==> config.mk <==
export PLATFORM = sky130hd
export DESIGN_NAME = gpi_pad_ctrl
export DESIGN_NICKNAME = d
export VERILOG_FILES = /design/src/rtl/gpi_pad_ctrl.sv
export SDC_FILE = /design/constraint.sdc
export NUM_CORES = 1
export LEC_CHECK = 0
export CAP_MARGIN = 20
export CORE_AREA = 2 2 290 177
export CTS_CLUSTER_SIZE = 20
export DETAILED_ROUTE_END_ITERATION = 8
export DIE_AREA = 0 0 292 179
export PLACE_DENSITY = 0.64
export SETUP_SLACK_MARGIN = 0.02
export SLEW_MARGIN = 20
export SYNTH_ARGS = -nofsm -noshare
export SYNTH_HDL_FRONTEND = slang
export SYNTH_SLANG_ARGS = --single-unit
export TNS_END_PERCENT = 1
==> constraint.sdc <==
create_clock -name clk -period 14.48 [get_ports clk]
set_input_delay 3.62 -clock clk [delete_from_list [all_inputs] [get_ports clk]]
set_output_delay 3.62 -clock clk [all_outputs]
set_load 0.01 [all_outputs]
==> src/rtl/gpi_pad_ctrl.sv <==
// -----------------------------------------------------------------------------
// gpi_pad_ctrl
//
// Configuration and input-conditioning controller for a bank of GPI input pads.
// Holds per-pad IE/STE/pull configuration and drives the pad control pins from
// registers. It also sequences the input-enable settle time, synchronizes and
// debounces each pad's data input, and runs an on-demand float-detect probe.
// The probe drives every pad pulled up and then pulled down. A pad that reads
// high under pull-up and low under pull-down is flagged as floating.
//
// Ports
//   clk, rst            core clock, asynchronous active-high reset
//   cfg_we/idx/wdata    single-pad config write, wdata = {ie, ste[1:0], pull[1:0]}
//                       pull: 00 none, 01 down, 10 up, 11 keeper
//   deb_len             debounce length (cycles of disagreement minus one)
//   settle_len          IE settle time, also sets the probe phase length
//   probe_start         pulse: start a float probe (accepted only when idle)
//   probe_busy          probe in progress
//   probe_done          one-cycle pulse, coincides with the float_o update
//   float_o             per-pad float flag from the last completed probe
//   pad_ie_o/ste_o/pu_o/pd_o   registered pad control pins (ste: pad k at [2k+1:2k])
//   pad_di_i            asynchronous pad data, goes only into the synchronizer
//   din_o               debounced level
//   din_valid_o         pad settled, din_o meaningful
//   rise_o / fall_o     one-cycle pulses on din_o edges
//   dbg_probe_state     current probe FSM state (0 idle, 1 pull-up phase,
//                       2 pull-down phase, 3 restore)
//
// Handshake: cfg_we is a single-cycle strobe with no back-pressure. Every write
// is accepted on the edge that samples it. probe_start is a strobe honoured only
// in the idle state. probe_busy stays high until after the probe_done cycle.
// -----------------------------------------------------------------------------
module gpi_pad_ctrl #(
    parameter int N_PADS      = 8,
    parameter int SYNC_STAGES = 2,
    parameter int DEB_W       = 8,
    parameter int SETTLE_W    = 6,
    localparam int IDX_W      = (N_PADS > 1) ? $clog2(N_PADS) : 1
) (
    input  logic                  clk,
    input  logic                  rst,
    input  logic                  cfg_we,
    input  logic [IDX_W-1:0]      cfg_idx,
    input  logic [4:0]            cfg_wdata,
    input  logic [DEB_W-1:0]      deb_len,
    input  logic [SETTLE_W-1:0]   settle_len,
    input  logic                  probe_start,
    output logic                  probe_busy,
    output logic                  probe_done,
    output logic [N_PADS-1:0]     float_o,
    output logic [N_PADS-1:0]     pad_ie_o,
    output logic [2*N_PADS-1:0]   pad_ste_o,
    output logic [N_PADS-1:0]     pad_pu_o,
    output logic [N_PADS-1:0]     pad_pd_o,
    input  logic [N_PADS-1:0]     pad_di_i,
    output logic [N_PADS-1:0]     din_o,
    output logic [N_PADS-1:0]     din_valid_o,
    output logic [N_PADS-1:0]     rise_o,
    output logic [N_PADS-1:0]     fall_o,
    output logic [1:0]            dbg_probe_state
);

    // Wide enough to hold settle_len + SYNC_STAGES without wrapping.
    localparam int CNT_W = SETTLE_W + 4;

    typedef enum logic [1:0] {
        ST_IDLE    = 2'd0,
        ST_PU_PH   = 2'd1,
        ST_PD_PH   = 2'd2,
        ST_RESTORE = 2'd3
    } probe_state_t;

    // ------------------------------------------------------------------
    // Shared timing: a settle and a probe phase both span
    // settle_len + SYNC_STAGES + 1 cycles. A down-counter loaded with
    // settle_len + SYNC_STAGES and finishing on the edge where it reads
    // zero gives exactly that span.
    // ------------------------------------------------------------------
    logic [CNT_W-1:0] span_load;
    assign span_load = CNT_W'(settle_len) + CNT_W'(SYNC_STAGES);

    // ------------------------------------------------------------------
    // Configuration registers
    // ------------------------------------------------------------------
    logic [N_PADS-1:0]       cfg_ie_q,   cfg_ie_d;
    logic [N_PADS-1:0][1:0]  cfg_ste_q,  cfg_ste_d;
    logic [N_PADS-1:0][1:0]  cfg_pull_q, cfg_pull_d;
    logic [N_PADS-1:0]       wr_hit;

    always_comb begin
        cfg_ie_d   = cfg_ie_q;
        cfg_ste_d  = cfg_ste_q;
        cfg_pull_d = cfg_pull_q;
        wr_hit     = '0;
        for (int k = 0; k < N_PADS; k++) begin
            // Out-of-range indices never match any k, so they are ignored.
            if (cfg_we && (cfg_idx == IDX_W'(k))) begin
                wr_hit[k]     = 1'b1;
                cfg_ie_d[k]   = cfg_wdata[4];
                cfg_ste_d[k]  = cfg_wdata[3:2];
                cfg_pull_d[k] = cfg_wdata[1:0];
            end
        end
    end

    always_ff @(posedge clk or posedge rst) begin
        if (rst) begin
            cfg_ie_q   <= '0;
            cfg_ste_q  <= '0;
            cfg_pull_q <= {N_PADS{2'b01}};
        end else begin
            cfg_ie_q   <= cfg_ie_d;
            cfg_ste_q  <= cfg_ste_d;
            cfg_pull_q <= cfg_pull_d;
        end
    end

    // ------------------------------------------------------------------
    // Pad data synchronizer: pad_di_i touches only the first stage.
    // ------------------------------------------------------------------
    logic [N_PADS-1:0] sync_q [SYNC_STAGES];
    logic [N_PADS-1:0] sync_val;

    always_ff @(posedge clk or posedge rst) begin
        if (rst) begin
            for (int i = 0; i < SYNC_STAGES; i++) sync_q[i] <= '0;
        end else begin
            sync_q[0] <= pad_di_i;
            for (int i = 1; i < SYNC_STAGES; i++) sync_q[i] <= sync_q[i-1];
        end
    end

    assign sync_val = sync_q[SYNC_STAGES-1];

    // ------------------------------------------------------------------
    // Float-probe FSM
    // ------------------------------------------------------------------
    probe_state_t      state_q, state_nxt;
    logic [CNT_W-1:0]  pcnt_q, pcnt_d;
    logic              sample_hi, sample_lo;
    logic [N_PADS-1:0] hi_q;

    always_comb begin
        state_nxt = state_q;
        pcnt_d    = pcnt_q;
        sample_hi = 1'b0;
        sample_lo = 1'b0;
        case (state_q)
            ST_IDLE: begin
                if (probe_start) begin
                    state_nxt = ST_PU_PH;
                    pcnt_d    = span_load;
                end
            end
            ST_PU_PH: begin
                if (pcnt_q == '0) begin
                    sample_hi = 1'b1;
                    state_nxt = ST_PD_PH;
                    pcnt_d    = span_load;
                end else begin
                    pcnt_d = pcnt_q - 1'b1;
                end
            end
            ST_PD_PH: begin
                if (pcnt_q == '0) begin
                    sample_lo = 1'b1;
                    state_nxt = ST_RESTORE;
                end else begin
                    pcnt_d = pcnt_q - 1'b1;
                end
            end
            ST_RESTORE: state_nxt = ST_IDLE;
            default:    state_nxt = ST_IDLE;
        endcase
    end

    always_ff @(posedge clk or posedge rst) begin
        if (rst) begin
            state_q    <= ST_IDLE;
            pcnt_q     <= '0;
            hi_q       <= '0;
            float_o    <= '0;
            probe_done <= 1'b0;
            probe_busy <= 1'b0;
        end else begin
            state_q    <= state_nxt;
            pcnt_q     <= pcnt_d;
            if (sample_hi) hi_q <= sync_val;
            // The pull-down sample is used directly on the edge that ends the
            // phase, so float_o and probe_done land in the restore cycle.
            if (sample_lo) float_o <= hi_q & ~sync_val;
            probe_done <= sample_lo;
            probe_busy <= (state_nxt != ST_IDLE);
        end
    end

    assign dbg_probe_state = state_q;

    // ------------------------------------------------------------------
    // Registered pad drive. The next-state values are registered so that a
    // write or FSM transition shows on the pins one cycle later. During the
    // probe phases, config writes stay in the registers and are not driven.
    // ------------------------------------------------------------------
    logic [N_PADS-1:0]   ie_d, pu_d, pd_d;
    logic [2*N_PADS-1:0] ste_d;

    always_comb begin
        ie_d  = cfg_ie_d;
        pu_d  = '0;
        pd_d  = '0;
        ste_d = '0;
        for (int k = 0; k < N_PADS; k++) begin
            ste_d[2*k +: 2] = cfg_ste_d[k];
            pu_d[k]         = cfg_pull_d[k][1];
            pd_d[k]         = cfg_pull_d[k][0];
        end
        if (state_nxt == ST_PU_PH) begin
            ie_d  = '1;
            pu_d  = '1;
            pd_d  = '0;
            ste_d = pad_ste_o;
        end else if (state_nxt == ST_PD_PH) begin
            ie_d  = '1;
            pu_d  = '0;
            pd_d  = '1;
            ste_d = pad_ste_o;
        end
    end

    always_ff @(posedge clk or posedge rst) begin
        if (rst) begin
            pad_ie_o  <= '0;
            pad_ste_o <= '0;
            pad_pu_o  <= '0;
            pad_pd_o  <= '1;
        end else begin
            pad_ie_o  <= ie_d;
            pad_ste_o <= ste_d;
            pad_pu_o  <= pu_d;
            pad_pd_o  <= pd_d;
        end
    end

    // ------------------------------------------------------------------
    // Per-pad settle and debounce
    // ------------------------------------------------------------------
    logic              probe_hold;
    logic [N_PADS-1:0] settling_q, settling_d;
    logic [CNT_W-1:0]  scnt_q [N_PADS];
    logic [CNT_W-1:0]  scnt_d [N_PADS];
    logic [DEB_W-1:0]  dcnt_q [N_PADS];
    logic [DEB_W-1:0]  dcnt_d [N_PADS];
    logic [N_PADS-1:0] valid_d, din_d, rise_d, fall_d;

    // Edges on which the pads are (or are about to be) driven by the probe.
    assign probe_hold = ((state_q == ST_IDLE) && probe_start) ||
                        (state_q == ST_PU_PH) || (state_q == ST_PD_PH);

    always_comb begin
        settling_d = settling_q;
        scnt_d     = scnt_q;
        dcnt_d     = dcnt_q;
        valid_d    = din_valid_o;
        din_d      = din_o;
        rise_d     = '0;
        fall_d     = '0;
        for (int k = 0; k < N_PADS; k++) begin
            if (sample_lo) begin
                // Entering restore: enabled pads settle again from scratch.
                valid_d[k]   = 1'b0;
                dcnt_d[k]    = '0;
                settling_d[k] = cfg_ie_d[k];
                scnt_d[k]    = span_load;
                if (!cfg_ie_d[k]) din_d[k] = 1'b0;
            end else if (probe_hold) begin
                // din_o holds its value while the probe owns the pads.
                valid_d[k] = 1'b0;
                dcnt_d[k]  = '0;
            end else if (wr_hit[k] && !cfg_wdata[4]) begin
                settling_d[k] = 1'b0;
                valid_d[k]    = 1'b0;
                din_d[k]      = 1'b0;
                dcnt_d[k]     = '0;
            end else if (wr_hit[k] && (!cfg_ie_q[k] || settling_q[k])) begin
                // Enabling write, or a rewrite during settle: the write wins
                // over a settle expiring on the same edge.
                settling_d[k] = 1'b1;
                scnt_d[k]     = span_load;
                valid_d[k]    = 1'b0;
                din_d[k]      = sync_val[k];
                dcnt_d[k]     = '0;
            end else if (din_valid_o[k]) begin
                if (sync_val[k] == din_o[k]) begin
                    dcnt_d[k] = '0;
                end else if (dcnt_q[k] == deb_len) begin
                    din_d[k]  = sync_val[k];
                    dcnt_d[k] = '0;
                    rise_d[k] = sync_val[k];
                    fall_d[k] = ~sync_val[k];
                end else begin
                    dcnt_d[k] = dcnt_q[k] + 1'b1;
                end
            end else if (settling_q[k]) begin
                // Not yet valid: track the input so no edge fires on release.
                din_d[k]  = sync_val[k];
                dcnt_d[k] = '0;
                if (scnt_q[k] == '0) begin
                    settling_d[k] = 1'b0;
                    valid_d[k]    = 1'b1;
                end else begin
                    scnt_d[k] = scnt_q[k] - 1'b1;
                end
            end
        end
    end

    always_ff @(posedge clk or posedge rst) begin
        if (rst) begin
            settling_q  <= '0;
            din_valid_o <= '0;
            din_o       <= '0;
            rise_o      <= '0;
            fall_o      <= '0;
            for (int k = 0; k < N_PADS; k++) begin
                scnt_q[k] <= '0;
                dcnt_q[k] <= '0;
            end
        end else begin
            settling_q  <= settling_d;
            din_valid_o <= valid_d;
            din_o       <= din_d;
            rise_o      <= rise_d;
            fall_o      <= fall_d;
            scnt_q      <= scnt_d;
            dcnt_q      <= dcnt_d;
        end
    end

endmodule

==> qor.yml <==
outcome: "complete, no violations"
timing.rr.end: "scnt_q[61]"
antenna_left: 0
p_seq_share_pct: 37.9
pwr-share-comb_pct: 38.4
rsz0062_at_grt: "no"
finClkSkew_ns: 0.02409
numCtsBuffers: 31
drtIter0Drc: 1444
r2r-start: "pcnt_q[0]"
drt-total-wl_mm: 49.88
post-route-min-period_ns: 6.296
critPathMaxStageDelay_ns: 0.99
grt_overflow: 0
num_vias: 14220
ys_ff_latch: 310
worst_slew_pin_slew_ns: 1.065
setup_viol: 0
p_sw_w: 0.001338
worstHoldStart: "sync_q[11]"
p_leak_nw: 8.357
firstDrtPassIters: 5
cts.reportedPaths.clkPinSlew_ns: 0.06
dp_cells: 2444
cts.path.max_buffers: 3
finalCritPeriodShare_pct: 43.48
dieArea_mm2: 0.05227
hp-class: "register to register"
drc_errors: 0
core_mm2: 0.05005
rrSetupSlack_ns: 10.24
ys_types: 114
grt_pass1_vias: 13580
grt_pass1_wl_mm: 78.72
grt_max_degree: 132
finalMaxSlewViolations: 0
final_area_mm2: 0.01996
cp-end-kind: "register"
final_util_pct: 39.88
wl_per_cell_um: 19.95
timing.setup.tns_ns: 0
ios: 118
cap_violations: 0
syn_nets: 1794
die_y_um: 179
h-tree-depth: 1
grt_usage_pct: 18.99
die_w_um: 292
startpoint_type: "input port"
cts_setup_buffers: 0
synth_edf_count: 0
crit_fanout: 16
startpoint: "cfg_idx[0]"
cts_tree: "done"
worstPathCellList: "clkdlybuf4s50_1, nand4bb_1, o21ai_1, nor3_2, or4_1, a21oi_1"
start_util_pct: 34.35
maxSlewHeadroom_pct: 28.93
netlist_instances: 1726
cts-resized-gates: 0
hpwl_mm: 34.74
place_area_mm2: 0.01894
worstPathArrival_ns: 6.81
clk_root_buffer_cell: "clkbuf_16"
fin_cells: 2500
min_to: "sync_val[3]"
ctsHoldBuffers: 0
nFillCells: 4806
num-nets-final: 1885
p_int_w: 0.002079
power_w: 0.003418
pwr_density_cell_mw_per_mm2: 171.2
clk_latency_ns: 0.61
hold_viol_final: 0
path_class: "input port to register"
ir_drop_mv: 0.1375
synth_ff_type: "dfrtp_1"
yosysSeqAreaShare_pct: 45.24
timing.fmax_ghz: 0.1588
swShare_pct: 39.16
ys_warn_count: 0
row_count: 64
avgSynthCellArea_um2: 9.960
antenna_found_initial: 1
clock-sinks: 310
vias_per_cell: 5.688
netlist_area_mm2: 0.01719
antenna_cells: 0
gp_congestion: 0.8906
hold_path_depth: 0
async_flop_share_pct: 100.0
area_delta_synth_final_pct: 16.11
worstPathRequired_ns: 14.99
drive_above_1_share_pct: 10.92
slowest_stage: "clkdlybuf4s50_1"
clockPowerShare_pct: 23.7
portBuffers: 117
reg2reg_depth: 10
## synthesized netlist by cell type (17+ instances only)
library cell | number | area [µm²]
inv_1 | 61 | 229.0
nand2b_1 | 24 | 150.1
clkbuf_1 | 23 | 86.33
or3_1 | 23 | 143.9
a31oi_1 | 39 | 244.0
nor4_1 | 42 | 262.8
nor3_1 | 55 | 275.3
a21o_1 | 27 | 202.7
nand3_1 | 57 | 285.3
mux2_2 | 46 | 518.0
a22o_1 | 17 | 148.9
a21oi_1 | 68 | 340.3
xor2_1 | 66 | 578.1
o21ai_0 | 78 | 390.4
ha_1 | 34 | 425.4
and3_1 | 21 | 131.4
buf_2 | 29 | 145.1
dfrtp_1 | 294 | 7357
xnor2_1 | 30 | 262.8
nand2_1 | 167 | 626.9
mux2i_1 | 20 | 200.2
nor2_1 | 103 | 386.6
a211oi_1 | 19 | 142.6
## layer usage
| layer | track usage, % | share of wire, % |
|---|---|---|
| met1 | 28.14 | 48 |
| met2 | 27.70 | 42 |
| met3 | 4.525 | 8.1 |
| met4 | 4.510 | 2.0 |
| met5 | 0 | 0 |
## sequential cells by signal, summed over array words and instances, names as in the netlist, 10 cells and up
name,count
cfg_pull_q,16
cfg_ste_q,16
dcnt_q,64
pad_ste_o,16
pcnt_q,10
scnt_q,80
## stage by stage
stage,hold WS [ns],setup WS (ns)
4_1_cts,0.3515,8.291
5_1_grt,0.3549,7.997
3_5_place_dp,0.3347,7.681
6_report,0.3490,8.184
3_3_place_gp,0.3336,7.764
2_1_floorplan,0.3312,2.314
## kinds of logic after synthesis
| group | count (synthesis) | share of synthesized area (%) |
|---|---|---|
| compound gates | 454 | 19.46 |
| xor+xnor | 96 | 4.891 |
| fa+ha+maj | 34 | 2.475 |
| buf+inv | 134 | 3.522 |
| flops | 310 | 45.24 |
| mux | 67 | 4.265 |
| simple gates | 631 | 20.15 |
## cell type report
cell class / instances / area, µm² / area share (%)
multi-input cells: 1282 / 8852 / 44.35
flip-flops and latches: 310 / 7777 / 38.96
repair buffers: 130 / 1269 / 6.356
clock buffers: 41 / 833.3 / 4.175
well taps: 660 / 825.8 / 4.137
inverters: 62 / 241.5 / 1.210
clock inverters: 15 / 161.4 / 0.8086
## critical path: cells and delay by family
family	cells	cell delay [ns]
AO/OA/AOI/OAI	2	0.76
AND/OR/NAND/NOR	3	1.42
buffers and inverters	1	0.99
## cell usage in the layout (no fill, tap or decap), drive strengths merged, types with 24 or more instances in the layout
| cell type | n |
|---|---|
| dfrtp | 294 |
| nand2 | 168 |
| clkdlybuf4s50 | 117 |
| nor2 | 107 |
| o21ai | 98 |
| a21oi | 76 |
| xor2 | 66 |
| inv | 63 |
| nand3 | 58 |
| nor3 | 58 |
| mux2 | 47 |
| nor4 | 45 |
| clkbuf | 41 |
| a31oi | 39 |
| ha | 34 |
| xnor2 | 30 |
| a21o | 27 |
| nand2b | 24 |
## power by group through the flow
| stage | clock network [W] | logic [W] | registers, W |
|---|---|---|---|
| finish | 0.000809 | 0.00131 | 0.00130 |
| global route | 0.000866 | 0.00144 | 0.00132 |
| CTS | 0.000828 | 0.00130 | 0.00129 |
| detailed placement | 0 | 0.00130 | 0.00130 |
| global placement | 0 | 0.00127 | 0.00130 |
| floorplan | 0 | 0.000869 | 0.00127 |
## worst max-delay path by stage
stage,slack (ns),to,cells after the start
4_1_cts,8.29,dcnt_q[55],6
3_5_place_dp,7.68,dcnt_q[55],6
5_1_grt,8.00,scnt_q[21],4
3_3_place_gp,7.76,scnt_q[42],4
6_report,8.18,dcnt_q[55],6
2_1_floorplan,2.31,cfg_ie_q[0],1
No activity file was read; power rests on OpenSTA's default activity.
